$ cat src/rtl/core_pkg.sv
// -----------------------------------------------------------------------------
// core_pkg
// Shared types and helpers for the 64-bit core's load path.
//   XLEN          : architectural register width
//   ld_size_t     : load size/extension encoding as carried by the pipeline
//   ld_err_t      : response error encoding returned to writeback
//   state_t       : load sequencer states
//   is_misaligned : alignment check for a byte offset and load size
// -----------------------------------------------------------------------------
package core_pkg;

    localparam int XLEN = 64;

    typedef enum logic [1:0] {
        LD_D  = 2'b00,
        LD_W  = 2'b01,
        LD_H  = 2'b10,
        LD_BU = 2'b11
    } ld_size_t;

    typedef enum logic [1:0] {
        ERR_NONE     = 2'b00,
        ERR_MISALIGN = 2'b01,
        ERR_TIMEOUT  = 2'b10
    } ld_err_t;

    typedef enum logic [1:0] {
        IDLE = 2'b00,
        REQ  = 2'b01,
        RESP = 2'b10
    } state_t;

    // A load is misaligned when its byte offset is not a multiple of its size.
    function automatic logic is_misaligned(input logic [2:0] off, input ld_size_t size);
        logic mis;
        case (size)
            LD_D:    mis = (off != 3'b000);
            LD_W:    mis = (off[1:0] != 2'b00);
            LD_H:    mis = off[0];
            LD_BU:   mis = 1'b0;
            default: mis = 1'b1;
        endcase
        return mis;
    endfunction

endpackage

$ cat src/rtl/load_lane_ext.sv
// -----------------------------------------------------------------------------
// load_lane_ext
// Combinational byte-lane select and sign/zero extension of a doubleword read.
// Kept free of any sequencing so the store/AMO path can reuse it.
//   rdata    in  XLEN  doubleword returned by data memory
//   byte_off in  3     byte offset of the access within the doubleword
//   size     in  2     ld / lw / lh / lbu
//   result   out XLEN  lane-shifted, extended load result
// -----------------------------------------------------------------------------
module load_lane_ext
    import core_pkg::*;
(
    input  logic [XLEN-1:0] rdata,
    input  logic [2:0]      byte_off,
    input  ld_size_t        size,
    output logic [XLEN-1:0] result
);

    logic [XLEN-1:0] lane_s;

    // Shift the addressed byte down to bit 0, then extend according to size.
    always_comb begin
        lane_s = rdata >> {byte_off, 3'b000};
        case (size)
            LD_D:    result = lane_s;
            LD_W:    result = {{32{lane_s[31]}}, lane_s[31:0]};
            LD_H:    result = {{48{lane_s[15]}}, lane_s[15:0]};
            LD_BU:   result = {56'd0, lane_s[7:0]};
            default: result = lane_s;
        endcase
    end

endmodule

$ cat src/rtl/load_seq_ctrl.sv
// -----------------------------------------------------------------------------
// load_seq_ctrl
// Sequences one outstanding data-memory load: accepts a request from the MEM
// stage, issues a doubleword-aligned read with req/ack, extends the addressed
// lane and returns the result (or a misalign/timeout error) to writeback.
//   clk, rst_n                 clock, async active-low reset
//   ld_valid/ld_ready          request handshake; ld_addr/ld_size/ld_tag payload
//   mem_req/mem_addr           aligned read request, held until ack or timeout
//   mem_ack/mem_rdata          read data, sampled only while in REQ
//   rsp_valid/rsp_ready        response handshake; rsp_data/rsp_tag/rsp_err
//   busy                       controller is not idle
// -----------------------------------------------------------------------------
module load_seq_ctrl
    import core_pkg::*;
#(
    parameter int TAG_W   = 5,
    parameter int TIMEOUT = 255
) (
    input  logic             clk,
    input  logic             rst_n,
    input  logic             ld_valid,
    output logic             ld_ready,
    input  logic [XLEN-1:0]  ld_addr,
    input  logic [1:0]       ld_size,
    input  logic [TAG_W-1:0] ld_tag,
    output logic             mem_req,
    output logic [XLEN-1:0]  mem_addr,
    input  logic             mem_ack,
    input  logic [XLEN-1:0]  mem_rdata,
    output logic             rsp_valid,
    input  logic             rsp_ready,
    output logic [XLEN-1:0]  rsp_data,
    output logic [TAG_W-1:0] rsp_tag,
    output logic [1:0]       rsp_err,
    output logic             busy
);

    // Counter only needs to reach TIMEOUT-1.
    localparam int CNT_W = (TIMEOUT > 1) ? $clog2(TIMEOUT) : 1;
    localparam logic [CNT_W-1:0] CNT_LAST = CNT_W'((TIMEOUT > 0) ? (TIMEOUT - 1) : 0);

    state_t           state_q, state_d;
    logic [XLEN-1:0]  mem_addr_q, mem_addr_d;
    logic [2:0]       off_q, off_d;
    ld_size_t         size_q, size_d;
    logic [TAG_W-1:0] tag_q, tag_d;
    logic [XLEN-1:0]  data_q, data_d;
    ld_err_t          err_q, err_d;
    logic [CNT_W-1:0] cnt_q, cnt_d;
    logic             mem_req_q, mem_req_d;
    logic             rsp_valid_q, rsp_valid_d;
    logic             busy_q, busy_d;
    logic [XLEN-1:0]  ext_s;

    load_lane_ext u_lane_ext (
        .rdata    (mem_rdata),
        .byte_off (off_q),
        .size     (size_q),
        .result   (ext_s)
    );

    // Next-state, payload capture and timeout counting.
    always_comb begin
        state_d    = state_q;
        mem_addr_d = mem_addr_q;
        off_d      = off_q;
        size_d     = size_q;
        tag_d      = tag_q;
        data_d     = data_q;
        err_d      = err_q;
        cnt_d      = {CNT_W{1'b0}};
        case (state_q)
            IDLE: begin
                if (ld_valid && ld_ready) begin
                    mem_addr_d = {ld_addr[XLEN-1:3], 3'b000};
                    off_d      = ld_addr[2:0];
                    size_d     = ld_size_t'(ld_size);
                    tag_d      = ld_tag;
                    if (is_misaligned(ld_addr[2:0], ld_size_t'(ld_size))) begin
                        // Misaligned loads never touch memory.
                        data_d  = {XLEN{1'b0}};
                        err_d   = ERR_MISALIGN;
                        state_d = RESP;
                    end else begin
                        state_d = REQ;
                    end
                end else begin
                    state_d = IDLE;
                end
            end
            REQ: begin
                // Ack takes priority over a timeout landing in the same cycle.
                if (mem_ack) begin
                    data_d  = ext_s;
                    err_d   = ERR_NONE;
                    state_d = RESP;
                end else if ((TIMEOUT != 0) && (cnt_q == CNT_LAST)) begin
                    data_d  = {XLEN{1'b0}};
                    err_d   = ERR_TIMEOUT;
                    state_d = RESP;
                end else begin
                    cnt_d   = cnt_q + CNT_W'(1'b1);
                end
            end
            RESP: begin
                if (rsp_ready) begin
                    state_d = IDLE;
                end else begin
                    state_d = RESP;
                end
            end
            default: begin
                state_d = IDLE;
            end
        endcase
        mem_req_d   = (state_d == REQ);
        rsp_valid_d = (state_d == RESP);
        busy_d      = (state_d != IDLE);
    end

    // State and output registers; reset discards any in-flight load.
    always_ff @(posedge clk or negedge rst_n) begin
        if (!rst_n) begin
            state_q     <= IDLE;
            mem_addr_q  <= {XLEN{1'b0}};
            off_q       <= 3'b000;
            size_q      <= LD_D;
            tag_q       <= {TAG_W{1'b0}};
            data_q      <= {XLEN{1'b0}};
            err_q       <= ERR_NONE;
            cnt_q       <= {CNT_W{1'b0}};
            mem_req_q   <= 1'b0;
            rsp_valid_q <= 1'b0;
            busy_q      <= 1'b0;
        end else begin
            state_q     <= state_d;
            mem_addr_q  <= mem_addr_d;
            off_q       <= off_d;
            size_q      <= size_d;
            tag_q       <= tag_d;
            data_q      <= data_d;
            err_q       <= err_d;
            cnt_q       <= cnt_d;
            mem_req_q   <= mem_req_d;
            rsp_valid_q <= rsp_valid_d;
            busy_q      <= busy_d;
        end
    end

    assign ld_ready  = ~busy_q;
    assign busy      = busy_q;
    assign mem_req   = mem_req_q;
    assign mem_addr  = mem_addr_q;
    assign rsp_valid = rsp_valid_q;
    assign rsp_data  = data_q;
    assign rsp_tag   = tag_q;
    assign rsp_err   = err_q;

endmodule
$ cat config.mk
export PLATFORM = sky130hd
export DESIGN_NAME = load_seq_ctrl
export DESIGN_NICKNAME = d
export VERILOG_FILES = /design/src/rtl/core_pkg.sv /design/src/rtl/load_lane_ext.sv /design/src/rtl/load_seq_ctrl.sv
export SDC_FILE = /design/constraint.sdc
export NUM_CORES = 1
export LEC_CHECK = 0
export CAP_MARGIN = 10
export CELL_PAD_IN_SITES_DETAIL_PLACEMENT = 2
export CELL_PAD_IN_SITES_GLOBAL_PLACEMENT = 2
export CORE_UTILIZATION = 29
export CTS_CLUSTER_SIZE = 40
export DETAILED_ROUTE_END_ITERATION = 10
export PLACE_DENSITY = 0.83
export SETUP_SLACK_MARGIN = 0.3
export SKIP_CTS_REPAIR_TIMING = 1
export SLEW_MARGIN = 0
export SYNTH_ARGS = -nofsm -noshare
export SYNTH_HDL_FRONTEND = slang
export SYNTH_HIERARCHICAL = 1
export SYNTH_SLANG_ARGS = --single-unit
$ cat constraint.sdc
create_clock -name clk -period 3.5 [get_ports clk]
set_clock_uncertainty 0.15 [all_clocks]
set_input_delay 1.05 -clock clk [delete_from_list [all_inputs] [get_ports clk]]
set_output_delay 1.05 -clock clk [all_outputs]
set_load 0.01 [all_outputs]
==> reports/qor.csv, run 1 <==
metric,value,unit
outcome,completed,
total power,10.4,mW
worst path required time,3.66,ns
Seq. cell area,3760,µm²
sequential fraction of the synthesis area,48.7,%
Area contributors post-synth,"dfrtp_1 49%, nand2_1 14%, a22o_1 7.6%",
RSZ-0062 raised after global routing,no,
clock sink total,150,
CP Max Fanout,32,
Worst slew margin,37.0,%
antenna-violating nets left,0,
wire per inst,23.5,µm
Post-synth ARST share,100,%
final period utilization,81.0,%
Least-Margin Pin Slew,0.943,ns
"Hold Vio Cnt, Final",0,
vias in the first global route,7529,
Critical Path AT,3.00,ns
post-synth top area cell,dfrtp_1,
Post-Synthesis Cell Area,7710,µm²
IO Pins,279,
"count leader, synth",nand2_1,
fin crit period,2.83,ns
# Max-Cap Violations,0,
Crit Path Category,in2reg,
post-synth cell types,45,
RD Place Congestion,0.799,
layout net count,1146,
# setup viols final,0,
CTS tree,yes,
CTS buffer count,17,
top cell type's share of synthesized area,48.7,%
DRT Pass-1 Iters,4,
top cells by instance count after synthesis,"283 x nand2_1, 150 x dfrtp_1, 67 x a22o_1, 31 x mux2_2, 28 x clkbuf_1",
Post-synth EDFFs,0,
Port Buf Inserts,275,
vias,7034,
PD cells,911,nW/µm²
yosys warns,6,
fillers,2753,
worst skew pair latency,0.43,ns
Setup crit start kind,input pin,
clk root buf,clkbuf_16,
ys flop type,dfrtp_1,
syn_area_per_cell,10.3,µm²
initial DRC count,486,
Routed WL,31800,µm
Mapped Cells,751,
Crit. End Element,flip-flop,
DRC violations left,0,
total grt overflow,0,
Initial Util,29.6,%
TNS Setup,0,ns
maximum vdd drop,539,µV
Die ar.,27200,µm²
area grow syn2layout,47.9,%
post-layout util,43.7,%
share of layout cells above drive strength 1,12.0,%
placed cells,1320,
Layout Cells excl Fill,1353,
die height,165,µm
die width,165,µm
H-Tree Depth,4,
initial antenna violation count,2,
global-route wire length before repair,47000,µm
multi-input logic area,3630,µm²
Leakage,5.09,nW
Peak Freq,353,MHz
worst hold path type,reg2reg,
Seq cells post-synth,150,
Vias/cell,5.20,
"Slew Viols, Final",0,
hpwl dp,23100,µm
clock buffer depth,2,
gr usage total,23.5,%
FP Rows,59,
largest net degree at the start of global routing,75,
clock slew at reported path FFs,0.07,ns
Core ar.,26100,µm²
[layout by cell type (no fill, tap or decap), drive strengths merged, types with 3 or more instances in the layout]
cell           netlist  routed
inv                  3       9
clkinvlp             0       4
a22o                67      67
o21ai               11      11
and3                 4       4
dfrtp              150     150
xor2                 5       5
clkbuf              28      18
nand3                6       6
conb                 1       3
nor2                20      20
mux2                32      32
mux4                26      26
o2bb2ai              7       7
nand2              283     283
clkdlybuf4s50        0     274
a21oi                3       3
a221o               13      13
nor2b                8       8
mux2i               22      22
buf                 31      17
nand2b               5       5
[critical path, stage by stage]
cell and delay, ns:
clkdlybuf4s50_1 0.45, mux4_2 0.49, a22o_1 0.23, a32oi_2 0.20, buf_12 0.24, nand2_1 0.10, a22o_1 0.21
[stage by stage]
stage | hold WS, ns | cell area (µm²) | setup WS [ns]
2_1_floorplan | 0.290 | 7710 | 0.836
3_3_place_gp | 0.307 | 10800 | 0.318
3_5_place_dp | 0.313 | 10800 | 0.220
4_1_cts | 0.332 | 11400 | 0.676
5_1_grt | 0.354 | 11400 | 0.625
6_report | 0.324 | 11400 | 0.665
[where the power goes]
group,switching [mW],internal (mW),total [mW]
logic,2.78,2.67,5.45
clock network,0.838,1.07,1.91
registers,0.601,2.43,3.03
[per-layer routing]
layer / global-route usage (%) / share of wire [%] / up-vias
li1: - / - / 3130
met1: 28.8 / 41 / 3644
met2: 41.2 / 53 / 218
met3: 4.07 / 4.2 / 42
met4: 8.05 / 2.4 / 0
met5: 0 / 0 / -
[path summary, 6_finish.rpt]
| kind | start | end | slack (ns) | cells past startpoint |
|---|---|---|---|---|
| min in group asynchronous | rst_n | rsp_data[63] | 0.41 | 1 |
| worst max-delay path | mem_rdata[55] | rsp_data[43] | 0.67 | 7 |
| worst max register to register | off_q[2] | rsp_data[43] | 0.87 | 7 |
| worst min register to register | mem_addr[3] | mem_addr[3] | 0.32 | 2 |
| worst min-delay path | mem_addr[3] | mem_addr[3] | 0.32 | 2 |
| max in group asynchronous | rst_n | mem_addr[50] | 2.08 | 2 |
[area by class of cell]
type / count / area share (%)
sequential: 150 / 33.0
multi-input combinational: 541 / 31.8
timing repair buffer: 291 / 26.2
clock buffer: 18 / 3.77
tap: 335 / 3.68
clock inverter: 14 / 1.43
inverter: 3 / 0.0988
antenna: 1 / 0.0220
[cells by family (layout without fill, tap and decap cells)]
kind of cell    count (synthesis)  after routing  synth area share, %
compound gates                111            111                 12.4
xor+xnor                        6              6                0.682
fa+ha+maj                       2              2                0.325
buf+inv                        62            326                 4.45
flops                         150            150                 48.7
mux                            80             80                 15.2
other cells                     1              4               0.0487
simple gates                  339            339                 18.2
[registers in the layout, indices dropped and copies added, names as in the netlist]
signal     cells
state_q        2
size_q         2
mem_req        1
rsp_tag        5
mem_addr      61
rsp_data      64
rsp_err        2
cnt_q          8
busy           1
off_q          3
rsp_valid      1
Note: power is estimated with default switching activity, not from simulation.
==> run 2: changes to the inputs <==
--- a/config.mk
+++ b/config.mk
@@ -8,10 +8,10 @@
 export CAP_MARGIN = 10
 export CELL_PAD_IN_SITES_DETAIL_PLACEMENT = 2
 export CELL_PAD_IN_SITES_GLOBAL_PLACEMENT = 2
-export CORE_UTILIZATION = 29
+export CORE_UTILIZATION = 27
 export CTS_CLUSTER_SIZE = 40
 export DETAILED_ROUTE_END_ITERATION = 10
-export PLACE_DENSITY = 0.83
+export PLACE_DENSITY = 0.78
 export SETUP_SLACK_MARGIN = 0.3
 export SKIP_CTS_REPAIR_TIMING = 1
 export SLEW_MARGIN = 0
==> constraint.sdc (replaced) <==
create_clock -name clk -period 2.69 [get_ports clk]
set_clock_uncertainty 0.15 [all_clocks]
set_input_delay 0.807 -clock clk [delete_from_list [all_inputs] [get_ports clk]]
set_output_delay 0.807 -clock clk [all_outputs]
set_load 0.01 [all_outputs]
==> reports/qor.csv, run 2 (synthesis gave the netlist of run 1 again) <==
metric,value,unit,change
outcome,completed,,
initial antenna violation count,4,,+2
die height,171,µm,+3.6%
DRT Pass-1 Iters,4,,unchanged
Routed WL,33600,µm,+5.8%
fin crit period,2.39,ns,
Port Buf Inserts,275,,unchanged
Crit Path Category,reg2out,,
H-Tree Depth,4,,unchanged
Largest register FFs,64,,unchanged
post-layout util,43.2,%,-0.57 points
layout net count,1201,,+4.8%
Hold WS,0.198,ns,-0.126 ns
CTS buffer count,17,,unchanged
Least-Margin Pin Slew,0.782,ns,-0.162 ns
Core ar.,27900,µm²,+7.2%
worst reg2reg startpoint,off_q[0],,
CP Max Fanout,2,,-94%
Placement Cell Area,11200,µm²,+3.8%
clock slew at reported path FFs,0.08,ns,about the same
initial DRC count,452,,-7.0%
hpwl dp,24200,µm,+4.7%
total grt overflow,0,,unchanged
maximum vdd drop,517,µV,-4.1%
total power,14.2,mW,+37%
PD cells,1180,nW/µm²,+29%
IO Pins,279,,unchanged
crit path cell chain,clkdlybuf4s50_1,,
gr usage total,22.8,%,-0.70 points
Crit. End Element,output pin,,
Seq. cell area,3760,µm²,+0.10%
clock sink total,150,,unchanged
CP max stage delay,0.58,ns,+0.09 ns
die width,171,µm,+3.6%
Top delay family on crit path,buffers and inverters,,
"Slew Viols, Final",0,,unchanged
crit path from,rsp_data[63],,
Peak Freq,419,MHz,
"leading cell type in the layout, fill and taps excluded",nand2_1,,
DRC violations left,0,,unchanged
share of layout cells above drive strength 1,17.1,%,+5.1 points
most frequent cells in the layout,"283 x nand2_1, 257 x clkdlybuf4s50_1, 146 x dfrtp_1",,
fillers,2940,,+6.8%
RSZ-0062 raised after global routing,no,,
largest net degree at the start of global routing,75,,unchanged
worst skew pair latency,0.43,ns,about the same
Setup crit start kind,flip-flop,,
vias,7304,,+3.8%
Die ar.,29200,µm²,+7.3%
# setup viols final,0,,unchanged
vias in the first global route,7882,,+4.7%
Critical Path AT,1.43,ns,-1.57 ns
TNS Setup,0,ns,unchanged
post-route cell area,12100,µm²,+5.8%
Initial Util,27.6,%,-2.0 points
# Max-Cap Violations,0,,unchanged
final period utilization,88.7,%,
worst path required time,1.73,ns,-1.93 ns
worst hold path type,in2async,,
Worst slew margin,47.7,%,+11 points
clock buffer depth,2,,unchanged
area grow syn2layout,56.4,%,
clk root buf,clkbuf_16,,
global-route wire length before repair,49300,µm,+4.8%
antenna-violating nets left,0,,unchanged
"Hold Vio Cnt, Final",0,,unchanged
wire per inst,23.1,µm,-1.5%
CTS tree,yes,,
RD Place Congestion,0.809,,+1.3%
Crit path buffers/inverters,1,,-1
multi-input logic area,3680,µm²,+1.4%
Leakage,5.62,nW,+11%
FP Rows,61,,+3.4%
slowest CP cell,clkdlybuf4s50_1,,
Vias/cell,5.03,,-3.3%
-- run 2: cell count changes in the layout (fill, tap and decap cells not counted), sizes merged --
cell           delta
dlymetal6s2s     +17
clkdlybuf4s50    -17
clkbuf            +2
buf              +53
diode             +2
-- run 2: cell type report --
class | count | share of cell area (%)
repair buffers | 346 | 29.3
well taps | 378 | 3.92
diodes | 3 | 0.0623
clock buffers | 18 | 3.56
clock inverters | 14 | 1.37
inverters | 3 | 0.0934
multi-input cells | 541 | 30.5
flip-flops and latches | 150 | 31.2
-- run 2: per-layer routing --
metal,vias to the layer above,global-route usage (%),routed length [µm]
met5,-,0,0
met4,0,9.90,1240
met3,62,3.01,1390
met2,229,38.9,17200
met1,3776,28.7,13800
li1,3237,-,-
-- run 2: report_power, final --
group          internal [mW]  switching [mW]
logic                   3.95            3.89
registers               3.17           0.715
clock network           1.39            1.10
total                   8.51            5.70
-- run 2: worst paths after layout --
kind	slack (ns)	cells after the start	to
worst max-delay path	0.30	1	rsp_data[63]
worst min-delay path	0.20	1	rsp_data[61]
worst max register to register	0.33	7	rsp_data[53]
worst min register to register	0.33	2	rsp_tag[0]
max in group asynchronous	1.52	2	mem_addr[29]
min in group clk	0.33	2	rsp_tag[0]
-- run 2: metrics by stage --
step	setup WS, ns	std cells
floorplan	0.269	753
global placement	-0.256	1405
detailed placement	-0.322	1405
CTS	0.120	1437
global route	0.278	1453
finish	0.303	1453
==> run 3: changes to the inputs <==
--- a/config.mk
+++ b/config.mk
@@ -11,6 +11,7 @@
 export CORE_UTILIZATION = 27
 export CTS_CLUSTER_SIZE = 40
 export DETAILED_ROUTE_END_ITERATION = 10
+export GPL_TIMING_DRIVEN = 1
 export PLACE_DENSITY = 0.78
 export SETUP_SLACK_MARGIN = 0.3
 export SKIP_CTS_REPAIR_TIMING = 1
==> results of run 3 <==
The final DEF is identical to that of run 2; final timing and power are the same.
==> variant 1, RTL diff (flow settings as in run 2) <==
`TIMEOUT`: 255 -> 510.
--- a/src/rtl/load_seq_ctrl.sv
+++ b/src/rtl/load_seq_ctrl.sv
@@ -16,3 +16,3 @@
     parameter int TAG_W   = 5,
-    parameter int TIMEOUT = 255
+    parameter int TIMEOUT = 510
 ) (
Formal check against the unedited RTL: same outputs for any inputs over 4 cycles, from zero or initial values and one cycle with rst_n low; that may be too few to reach the edited logic, so the function may still have changed.
==> variant 1 against run 2 <==
Final cell count is 0.55% higher; wire length is 1.4% higher; sequential cell count grew 1; setup slack lost 0.13 ns; area after synthesis rose by 0.81%; design area increased by 1.2%; die area increased by 0.80%; power is 4.0% higher; count of clock-buffer cells in the layout is 2 higher; critical path type is now flip-flop to flip-flop; critical endpoint is now rsp_data[49].
==> variant 1: results (changes against run 2) <==
INFO  metric post-place-ws = -0.314 ns (+0.00786 ns)
INFO  metric critical-path-slowest-cell = sky130_fd_sc_hd__nor4b_4
INFO  metric yosys-mux-area-fraction = 0.151 (-0.00122)
INFO  metric groute.usage.overall = 0.222 (-0.00535)
INFO  metric layout-drive-gt1-share = 0.175 (+0.00381)
INFO  metric drtPass1Iterations = 7 (+3)
INFO  metric globalRouteMet3Util = 0.0513 (+0.0212)
INFO  metric worst_setup_path_endpoint = rsp_data[49]
INFO  metric status = complete, no violations
INFO  metric synth_xor_xnor_area_share = 0.00789 (+0.00107)
INFO  metric viasPerCell = 5.06 (+0.66%)
INFO  metric synth_cell_type_count = 46 (+2.2%)
INFO  metric critPathMaxStageDelay = 0.60 ns (+0.02 ns)
INFO  metric post-route-period-util = 0.937 (+0.0496)
INFO  metric place_congestion = 0.811 (+0.16%)
INFO  metric crit_fanout = 8 (+6)
INFO  metric synth.top_cells.by_area = sky130_fd_sc_hd__dfrtp_1 (49%), sky130_fd_sc_hd__nand2_1 (14%), sky130_fd_sc_hd__mux4_2 (7.5%), sky130_fd_sc_hd__a22o_1 (7.3%), sky130_fd_sc_hd__mux2_2 (4.5%)
INFO  metric dp_hpwl = 23,700 um (-2.0%)
INFO  metric worst_r2r_path_depth = 8 (+1)
INFO  metric worst_ir_drop_vdd = 0.000443 V (-14%)
INFO  metric timing.critical_path.max_delay_family = simple AND/OR/NAND/NOR gates
INFO  metric cp.arrival = 2.71 ns (+1.28 ns)
INFO  metric synth_fa_ha_area_frac = 0.00322 (-0.0000261)
INFO  metric routed_wl_per_cell = 23.3 um (+0.88%)
INFO  metric drt-initial-drc-count = 406 (-10%)
INFO  metric placed_cells = 1,414 (+0.64%)
INFO  metric grt_start_max_net_pins = 73 (-2.7%)
INFO  metric synth_compound_gate_area_share = 0.121 (-0.00261)
INFO  metric timing.setup.critical_path_class = flip-flop to flip-flop
INFO  metric global_route.usage.met1 = 0.277 (-0.0102)
INFO  metric via_count_of_the_first_global_routing_pass = 8,058 (+2.2%)
INFO  metric detail_route.wirelength = 34,100 um (+1.4%)
INFO  metric grt_pass1_wl = 48,900 um (-0.71%)
INFO  metric gr-usage-met2 = 0.377 (-0.0123)
INFO  metric num-nets-final = 1,212 (+0.92%)
INFO  metric static-leakage-power = 5.75 nW (+2.2%)
INFO  metric register_to_register_setup_slack = 0.17 ns (-0.16 ns)
INFO  metric antenna_found_initial = 1 (-3)
INFO  metric post_synth.cell_area_avg = 10.2 sq um (-1.0%)
INFO  metric netlist_top_cells_count = sky130_fd_sc_hd__nand2_1 (291), sky130_fd_sc_hd__dfrtp_1 (151), sky130_fd_sc_hd__a22o_1 (65)
INFO  metric antenna-diode-count = 0 (-3)
INFO  metric sequential_cell_area_fraction_in_the_yosys_report = 0.486 (-0.000701)
INFO  metric placedInstanceArea = 11,200 sq um (about the same)
## variant 1: changes by cell type after synthesis, sizes merged, moves of 3 or more
| cell | run 2 | this run |
|---|---|---|
| buf | 31 | 37 |
| nand2 | 283 | 291 |
| xor2 | 5 | 2 |
| nor3 | 1 | 5 |
| xnor2 | 1 | 5 |
| clkbuf | 28 | 23 |
## variant 1: cells by family (layout without fill, tap and decap cells)
kind of cell | after synthesis | in the layout
muxes | 80 | 80
and+or+nand+nor | 350 | 350
other | 1 | 3
xor gates and xnor gates | 7 | 7
buffers and inverters | 63 | 379
adders and majority gates | 2 | 2
AOI/OAI and AO/OA | 111 | 111
DFF | 151 | 151
## variant 1: worst min path at each step
stage                 start      endpoint  slack [ns]  depth (start not counted)
4_1_cts               rst_n  mem_addr[12]        0.17                          1
3_5_place_dp   mem_addr[14]  mem_addr[14]        0.31                          2
6_report              rst_n  mem_addr[10]        0.17                          1
2_1_floorplan     size_q[1]     size_q[1]        0.29                          2
5_1_grt               rst_n  mem_addr[10]        0.20                          1
3_3_place_gp   mem_addr[47]  mem_addr[47]        0.31                          2
## variant 1: layer usage
| layer | part of all wire | wire length (um) |
|---|---|---|
| met4 | 0.020 | 694 |
| met5 | 0.00038 | 13 |
| met2 | 0.50 | 17000 |
| met3 | 0.066 | 2250 |
| met1 | 0.42 | 14200 |
## variant 1: layout make-up
class / count / area [sq um]
clock inverters: 12 / 175
repair buffers: 344 / 3540
flip-flops and latches: 151 / 3780
fillers: 2911 / 15800
inverters: 3 / 11.3
well taps: 378 / 473
clock buffers: 20 / 457
multi-input cells: 553 / 3760
## variant 1: where the power goes
group	internal, mW	switching [mW]
clock	1.60	1.03
sequential	3.22	0.720
combinational	4.09	4.12
==> variant 2, RTL diff (settings of run 2) <==
Without the edit above. Make the reset (`rst_n`) synchronous in one clocked block. Comments in the files are not updated.
--- a/src/rtl/load_seq_ctrl.sv
+++ b/src/rtl/load_seq_ctrl.sv
@@ -121,3 +121,3 @@
     // State and output registers; reset discards any in-flight load.
-    always_ff @(posedge clk or negedge rst_n) begin
+    always_ff @(posedge clk) begin
         if (!rst_n) begin
Check against the original RTL: differs if rst_n is asserted again (counterexample within 4 cycles, from zero or initial values and one cycle with rst_n low); with rst_n held inactive, the same outputs for 4 cycles.
==> variant 2 against run 2 <==
Synthesized cell count increased by 2.1%; design area down 6.8%; setup slack better by 0.0067 ns; maximum frequency is 0.28% higher; area after synthesis down 7.8%; wire length decreased by 7.7%; register-to-register slack about the same; largest cell class is now multi-input gates; sequential cell count stayed put; critical path type is now primary input to flip-flop.
Power is not compared: it rests on default switching activity, and its combinational part moved more than twofold at a synthesized area within 25%.
==> variant 2: results (changes against run 2) <==
INFO  metric postSynth.asyncResetShare = 0 (-1.00)
INFO  metric status = complete, no violations
INFO  metric layout-drive-gt1-share = 0.168 (-0.00248)
INFO  metric synth.top_cells.by_area = sky130_fd_sc_hd__dfxtp_1 (42%), sky130_fd_sc_hd__nand2_1 (11%), sky130_fd_sc_hd__mux4_2 (8.2%), sky130_fd_sc_hd__a22o_1 (8.0%), sky130_fd_sc_hd__a21oi_1 (5.6%)
INFO  metric synth_cell_type_count = 48 (+6.7%)
INFO  metric via_count_of_the_first_global_routing_pass = 7,761 (-1.5%)
INFO  metric critPathMaxStageDelay = 0.42 ns (-0.16 ns)
INFO  metric post_synth.cell_area_avg = 9.26 sq um (-9.7%)
INFO  metric grt_start_max_net_pins = 74 (-1.3%)
INFO  metric drtPass1Iterations = 4 (unchanged)
INFO  metric hold_path_class = flip-flop to flip-flop
INFO  metric synthFlopType = sky130_fd_sc_hd__dfxtp_1
INFO  metric num-nets-final = 1,199 (-0.17%)
INFO  metric worstReg2RegEnd = rsp_data[35]
INFO  metric routed_wl_per_cell = 22.1 um (-4.6%)
INFO  metric cp-startpoint = mem_rdata[15]
INFO  metric grt_pass1_wl = 45,200 um (-8.3%)
INFO  metric sequential_cell_area_fraction_in_the_yosys_report = 0.423 (-0.0644)
INFO  metric crit_fanout = 8 (+6)
INFO  metric viasPerCell = 5.09 (+1.2%)
INFO  metric critical-path-slowest-cell = sky130_fd_sc_hd__or3_4
INFO  metric placed_cells = 1,367 (-2.7%)
INFO  metric cp.arrival = 2.55 ns (+1.12 ns)
INFO  metric drt-initial-drc-count = 239 (-47%)
INFO  metric dp_hpwl = 22,100 um (-8.6%)
INFO  metric antenna_found_initial = 3 (-1)
INFO  metric place_congestion = 0.827 (+2.2%)
-- variant 2: changes by cell type in the layout (fill, tap and decap cells not counted), sizes merged, moves of 3 or more --
cell,change
dfrtp,-150
dfxtp,+150
nand2,-70
buf,-12
a21oi,+77
clkdlybuf4s50,+4
nor2,+5
clkinvlp,-3
inv,+5
dlymetal6s2s,-4
-- variant 2: logic make-up (layout without fill, tap and decap cells) --
kind of cell               Yosys count  count (layout)  synth area share
xor gates and xnor gates             6               6           0.00740
adders and majority gates            2               2           0.00352
DFF                                150             150             0.423
buffers and inverters               71             372            0.0553
muxes                               80              80             0.165
and+or+nand+nor                    272             272             0.161
AOI/OAI and AO/OA                  185             185             0.185
other                                1               4          0.000528
-- variant 2: layer usage --
metal	up-vias	global-route usage	routed length, um
met5	-	0	13
met4	2	0.0842	835
met3	46	0.0828	3060
met2	293	0.378	14900
met1	3526	0.257	12200
li1	3288	-	-
-- variant 2: report_power, final --
part           switching (mW)  internal [mW]
logic                   0.863          0.898
registers              0.0900           2.34
clock network            1.16           1.26
-- variant 2: area by class of cell --
type,count,area (sq um)
Fill cell,2776,14700
Multi-Input combinational cell,548,3770
Timing Repair Buffer,335,3430
Sequential cell,150,3020
Clock buffer,18,439
Tap cell,335,419
Clock inverter,14,135
Inverter,5,18.8
Antenna cell,1,2.50
-- variant 2: how the worst min path moves through the flow --
stage,depth (start not counted),endpoint,slack [ns]
floorplan,2,size_q[1],0.28
global placement,1,rsp_err[1],0.29
detailed placement,1,rsp_err[1],0.30
CTS,2,mem_addr[36],0.31
global route,1,rsp_err[1],0.33
finish,2,mem_addr[30],0.31
-- variant 2: stage by stage --
stage	utilization	setup slack [ns]	hold slack, ns
6_report	0.434	0.310	0.307
5_1_grt	0.434	0.278	0.332
4_1_cts	0.427	0.0397	0.312
3_5_place_dp	0.405	-0.385	0.298
3_3_place_gp	0.405	-0.315	0.289
2_1_floorplan	-	0.265	0.283
-- variant 2: worst max-delay path: cells and delay by family --
| kind | cells | cell delay (ns) |
|---|---|---|
| AOI/OAI and AO/OA | 2 | 0.51 |
| muxes | 1 | 0.28 |
| and+or+nand+nor | 2 | 0.50 |
| buffers and inverters | 3 | 0.45 |
